## src/rtl/dtcm_arbiter.sv

```systemverilog
// Round-robin arbiter sharing the single-ported data TCM between the core LSU (C) and DMA/debug (D).
// Grant is combinational; read/error responses return READ_LATENCY cycles later in grant order, never back-pressured.
module dtcm_arbiter #(
    parameter int DATA_WIDTH   = 32,
    parameter int ADDR_WIDTH   = 32,
    parameter int TCM_BYTES    = 1024,
    parameter int READ_LATENCY = 2
) (
    input  logic                    clk,
    input  logic                    rst,

    input  logic                    c_req_i,
    input  logic                    c_we_i,
    input  logic [ADDR_WIDTH-1:0]   c_addr_i,
    input  logic [DATA_WIDTH-1:0]   c_wdata_i,
    input  logic [DATA_WIDTH/8-1:0] c_be_i,
    output logic                    c_gnt_o,
    output logic                    c_rvalid_o,
    output logic [DATA_WIDTH-1:0]   c_rdata_o,
    output logic                    c_err_o,

    input  logic                    d_req_i,
    input  logic                    d_we_i,
    input  logic [ADDR_WIDTH-1:0]   d_addr_i,
    input  logic [DATA_WIDTH-1:0]   d_wdata_i,
    input  logic [DATA_WIDTH/8-1:0] d_be_i,
    output logic                    d_gnt_o,
    output logic                    d_rvalid_o,
    output logic [DATA_WIDTH-1:0]   d_rdata_o,
    output logic                    d_err_o,

    output logic [ADDR_WIDTH-1:0]   tcm_addr_o,
    output logic [DATA_WIDTH-1:0]   tcm_wdata_o,
    output logic                    tcm_we_o,
    output logic [DATA_WIDTH/8-1:0] tcm_be_o,
    input  logic [DATA_WIDTH-1:0]   tcm_rdata_i
);
    localparam int BE_W = DATA_WIDTH / 8;
    localparam logic [ADDR_WIDTH-1:0] TCM_LIMIT = ADDR_WIDTH'(TCM_BYTES);

    typedef enum logic {
        PORT_C = 1'b0,
        PORT_D = 1'b1
    } port_e;

    typedef struct packed {
        logic  vld;
        port_e port;
        logic  err;
    } rsp_t;

    typedef struct packed {
        logic                  we;
        logic [ADDR_WIDTH-1:0] addr;
        logic [DATA_WIDTH-1:0] wdata;
        logic [BE_W-1:0]       be;
    } acc_t;

    port_e                   last_q, last_d;
    rsp_t [READ_LATENCY-1:0] pipe_q, pipe_d;

    logic gnt_c;
    logic gnt_d;
    logic any_gnt;
    logic acc_bad;
    logic fwd;
    acc_t c_acc;
    acc_t d_acc;
    acc_t win;
    rsp_t new_rsp;
    rsp_t rsp_out;

    assign c_acc = '{we: c_we_i, addr: c_addr_i, wdata: c_wdata_i, be: c_be_i};
    assign d_acc = '{we: d_we_i, addr: d_addr_i, wdata: d_wdata_i, be: d_be_i};

    // On a tie the port that did not win last time gets the slot.
    always_comb begin
        gnt_c = 1'b0;
        gnt_d = 1'b0;
        if (!rst) begin
            if (c_req_i && d_req_i) begin
                gnt_c = (last_q == PORT_D);
                gnt_d = (last_q == PORT_C);
            end else begin
                gnt_c = c_req_i;
                gnt_d = d_req_i;
            end
        end
    end

    assign c_gnt_o = gnt_c;
    assign d_gnt_o = gnt_d;
    assign any_gnt = gnt_c | gnt_d;
    assign win     = gnt_d ? d_acc : c_acc;

    assign acc_bad = (win.addr[1:0] != 2'b00) || (win.addr >= TCM_LIMIT);
    assign fwd     = any_gnt && !acc_bad;

    always_comb begin
        tcm_we_o    = 1'b0;
        tcm_be_o    = '0;
        tcm_addr_o  = '0;
        tcm_wdata_o = '0;
        if (fwd) begin
            tcm_we_o    = win.we;
            tcm_be_o    = win.be;
            tcm_addr_o  = win.addr;
            tcm_wdata_o = win.wdata;
        end
    end

    always_comb begin
        last_d = last_q;
        if (gnt_d) begin
            last_d = PORT_D;
        end else if (gnt_c) begin
            last_d = PORT_C;
        end
    end

    // Valid writes are silent; reads and rejected accesses each owe exactly one response.
    always_comb begin
        new_rsp      = '0;
        new_rsp.vld  = any_gnt && (!win.we || acc_bad);
        new_rsp.port = gnt_d ? PORT_D : PORT_C;
        new_rsp.err  = any_gnt && acc_bad;
    end

    always_comb begin
        pipe_d    = '0;
        pipe_d[0] = new_rsp;
        for (int i = 1; i < READ_LATENCY; i++) begin
            pipe_d[i] = pipe_q[i-1];
        end
    end

    always_ff @(posedge clk or posedge rst) begin
        if (rst) begin
            last_q <= PORT_D;
            pipe_q <= '0;
        end else begin
            last_q <= last_d;
            pipe_q <= pipe_d;
        end
    end

    assign rsp_out = pipe_q[READ_LATENCY-1];

    always_comb begin
        c_rvalid_o = rsp_out.vld && (rsp_out.port == PORT_C);
        d_rvalid_o = rsp_out.vld && (rsp_out.port == PORT_D);
        c_err_o    = c_rvalid_o && rsp_out.err;
        d_err_o    = d_rvalid_o && rsp_out.err;
        c_rdata_o  = (c_rvalid_o && !rsp_out.err) ? tcm_rdata_i : '0;
        d_rdata_o  = (d_rvalid_o && !rsp_out.err) ? tcm_rdata_i : '0;
    end

endmodule

```

## config.mk

```make
export PLATFORM = sky130hd
export DESIGN_NAME = dtcm_arbiter
export DESIGN_NICKNAME = d
export VERILOG_FILES = /design/src/rtl/dtcm_arbiter.sv
export SDC_FILE = /design/constraint.sdc
export NUM_CORES = 1
export LEC_CHECK = 0
export ABC_AREA = 1
export CORE_AREA = 2 2 121 123
export CTS_BUF_LIST = sky130_fd_sc_hd__clkbuf_8
export DETAILED_ROUTE_END_ITERATION = 6
export DIE_AREA = 0 0 123 125
export PLACE_DENSITY_LB_ADDON = 0.2
export SLEW_MARGIN = 20
export SYNTH_ARGS = -nofsm -noshare
export SYNTH_HDL_FRONTEND = slang
export SYNTH_SLANG_ARGS = --single-unit
```

## constraint.sdc

```tcl
create_clock -name clk -period 2.8 [get_ports clk]
set_clock_uncertainty 0.15 [all_clocks]
set_input_delay 0.56 -clock clk [delete_from_list [all_inputs] [get_ports clk]]
set_output_delay 0.56 -clock clk [all_outputs]
set_load 0.03 [all_outputs]
```

==> impl_metrics.py <==
metrics = {
    "run_status": {
        "outcome": "finished with violations",
        "violations": "setup timing",
    },
    "critical_path": {
        "rr_startpoint": "last_q$_DFFE_PP1P_",
        "crit_path_start": "rst",
        "r2r_slack_ns": 0.63,
        "required_ns": 2.09,
        "start_kind": "input pin",
        "cp_max_fo": 10,
        "r2r-end": "pipe_d[5]$_DFF_PP0_",
        "r2r_cells": 9,
        "worstSetupEndpoint": "tcm_wdata_o[16]",
        "crit_type": "in -> out",
        "cp-end-kind": "output port",
        "timing.critical_path.arrival_ns": 2.45,
    },
    "layout": {
        "fin_area_mm2": 0.00636,
        "drive_gt1_share_pct": 20.5,
        "final_util_pct": 44.8,
        "stdcell_count": 1033,
        "final_nets": 1024,
        "insertedDiodeCount": 0,
        "area_growth_pct": 157,
    },
    "power_and_ir_drop": {
        "finalPower_mw": 1.19,
        "cellInternalPower_uw": 667,
        "pwr-share-comb_pct": 78.2,
        "p_per_area_mw_per_mm2": 187,
        "switchingPower_uw": 524,
        "leakage_nw": 3.26,
        "p_sw_share_pct": 44.0,
        "clockPowerShare_pct": 11.5,
        "seqPwrFrac_pct": 10.2,
        "vdd_drop_max_uv": 113,
    },
    "floorplanning": {
        "coreArea_mm2": 0.0142,
        "die_area_mm2": 0.0154,
        "dieHeight_um": 125,
        "die_w_um": 123,
        "io_pins": 313,
        "start_util_pct": 17.4,
        "row_count": 44,
    },
    "clock_network": {
        "clkTransAtPathRegs_ns": 0.04,
        "clock_path_buffers": 2,
        "root_buffer": "clkbuf_8",
        "htreeDepth": 1,
        "cts_tree": "done",
        "clk_latency_ns": 0.23,
        "hold_buffers": 0,
        "clock_sinks": 7,
        "cts_buffers": 3,
    },
    "synthesis": {
        "synth_seq_cells": 7,
        "syn_inst": 526,
        "synth.distinct_cells": 24,
        "synth_area_mm2": 0.00248,
        "synthArstFlopShare_pct": 100,
        "synth_top_flop_cell": "dfrtp_1",
        "synth_top_area_share_pct": 29.3,
        "synth_top_cells_by_area": "nand2_1, nor2_1, inv_1, buf_4, dfrtp_1",
        "ys_seq_area_share_pct": 7.12,
        "synth_edf_count": 0,
        "post_synth.cell_area_avg_um2": 4.71,
        "synth.most_common_cell": "nand2_1",
        "yosys.area.top_type": "nand2_1",
        "ys_warn_count": 0,
        "ys_top_cells_by_count": "nand2_1, nor2_1, inv_1, buf_4, nand3_1",
    },
    "place": {
        "dp_cells": 999,
        "dp_hpwl_mm": 9.38,
        "pre_cts_ws_ns": -0.644,
        "io_buffers": 288,
        "gp_congestion": 0.777,
        "place_area_mm2": 0.00545,
    },
    "sta": {
        "fmax_mhz": 316,
        "final_hold_viol_count": 0,
        "min_period_over_period_pct": 113,
        "period_needed_ns": 3.16,
        "rsz0062_at_grt": "true",
        "setup_violations": 45,
        "holdWs_ns": 0.193,
        "drv_slew": 0,
        "layout_setup_ws_ns": -0.361,
        "fin_setup_tns_ns": -14.12,
    },
    "global_routing": {
        "antenna_found_initial": 0,
        "grt_pass1_vias": 3696,
        "grt_pass1_wl_mm": 17.6,
        "grt_start_max_net_pins": 36,
        "grt_use_total_pct": 14.1,
        "overflow": 0,
    },
    "min_path": {
        "hold_path_class": "reg -> reg",
        "min-delay-start": "pipe_d[3]$_DFF_PP0_",
    },
    "route": {
        "drtIter0Drc": 96,
        "avgViaCountPerCell": 3.93,
        "firstDrtPassIters": 4,
        "wl_per_cell_um": 11.7,
        "ant_nets": 0,
        "drt_wl_total_mm": 12.1,
        "drc": 0,
        "dr_total_vias": 4064,
    },
    "job": {
        "cap_violations": 0,
    },
}
==> final cells by class <==
class	instances	area (um2)
tap	184	230
clock buffer	3	41.3
fill	1487	7840
clock inverter	1	3.75
multi-input combinational	395	1980
timing repair buffer	345	3560
inverter	98	372
sequential	7	176
==> how the worst min path moves through the flow <==
stage	end	depth (start not counted)	slack [ns]
after floorplan	pipe_q[3]$_DFF_PP0_	0	0.18
after global placement	pipe_q[5]$_DFF_PP0_	0	0.19
after detailed placement	pipe_q[3]$_DFF_PP0_	0	0.19
after CTS	pipe_q[3]$_DFF_PP0_	0	0.20
after global routing	pipe_q[3]$_DFF_PP0_	0	0.21
final	pipe_q[3]$_DFF_PP0_	0	0.19
==> metal layers <==
layer | routed length (um) | GRT usage (%)
met1 | 4370 | 15.4
met2 | 6300 | 26.9
met3 | 1280 | 3.97
met4 | 182 | 2.47
met5 | 0 | 0
==> kinds of logic (layout without fill, tap and decap cells) <==
logic type	Yosys count	after routing	synth area share [%]
AO/OA/AOI/OAI	5	5	1.01
AND/OR/NAND/NOR	356	357	59.3
multiplexers	9	9	3.64
flip-flops	7	7	7.12
other	1	24	0.151
buffers and inverters	148	447	28.8
==> worst max-delay path: stages <==
cell and delay, ns:
buf_2 0.12, inv_2 0.07, nand3_4 0.17, buf_12 0.19, buf_16 0.13, nand2_1 0.05
nand2_1 0.04, nor2_1 0.09, nand2_1 0.06, nor2_1 0.09, buf_4 0.14, nand3_4 0.15
buf_6 0.19, buf_12 0.14, nor2_4 0.10, buf_6 0.13
==> timing repair <==
action / 4_1_cts / 5_1_grt
gates resized for setup: 85 / 64
buffers inserted: 17 / 7
cloned: 6 / 1
pin swaps: 8 / 9
setup endpoints to repair: 45 / 45
==> power groups by stage <==
stage                     logic (mW)  registers, mW  clock network (mW)
after floorplan                0.452          0.121                   0
after global placement         0.864          0.122                   0
after detailed placement       0.861          0.122                   0
after CTS                      0.909          0.122               0.139
after global routing            1.01          0.123               0.148
final                          0.931          0.122               0.137
==> flip-flops by register name, summed over array words and instances (netlist names) <==
signal and count:
last_q 1, pipe_d 3, pipe_q 3
==> placed cells by master, fill, tap and decap left out, types with 3 or more instances in the layout <==
| cell | Yosys | routed |
|---|---|---|
| buf_2 | 3 | 3 |
| buf_4 | 30 | 48 |
| nor2_4 | 1 | 42 |
| inv_1 | 96 | 96 |
| buf_12 | 0 | 8 |
| nand3b_1 | 10 | 10 |
| conb_1 | 1 | 24 |
| nor2_1 | 117 | 85 |
| dfrtp_1 | 6 | 6 |
| nand3_4 | 2 | 3 |
| nand3_1 | 18 | 18 |
| buf_6 | 5 | 50 |
| nand2_1 | 193 | 193 |
| clkdlybuf4s50_1 | 0 | 229 |
| mux2i_1 | 9 | 9 |
| clkbuf_8 | 0 | 3 |
| nor2_2 | 13 | 4 |
| buf_16 | 0 | 4 |
No activity file was read; power rests on OpenSTA's default activity.
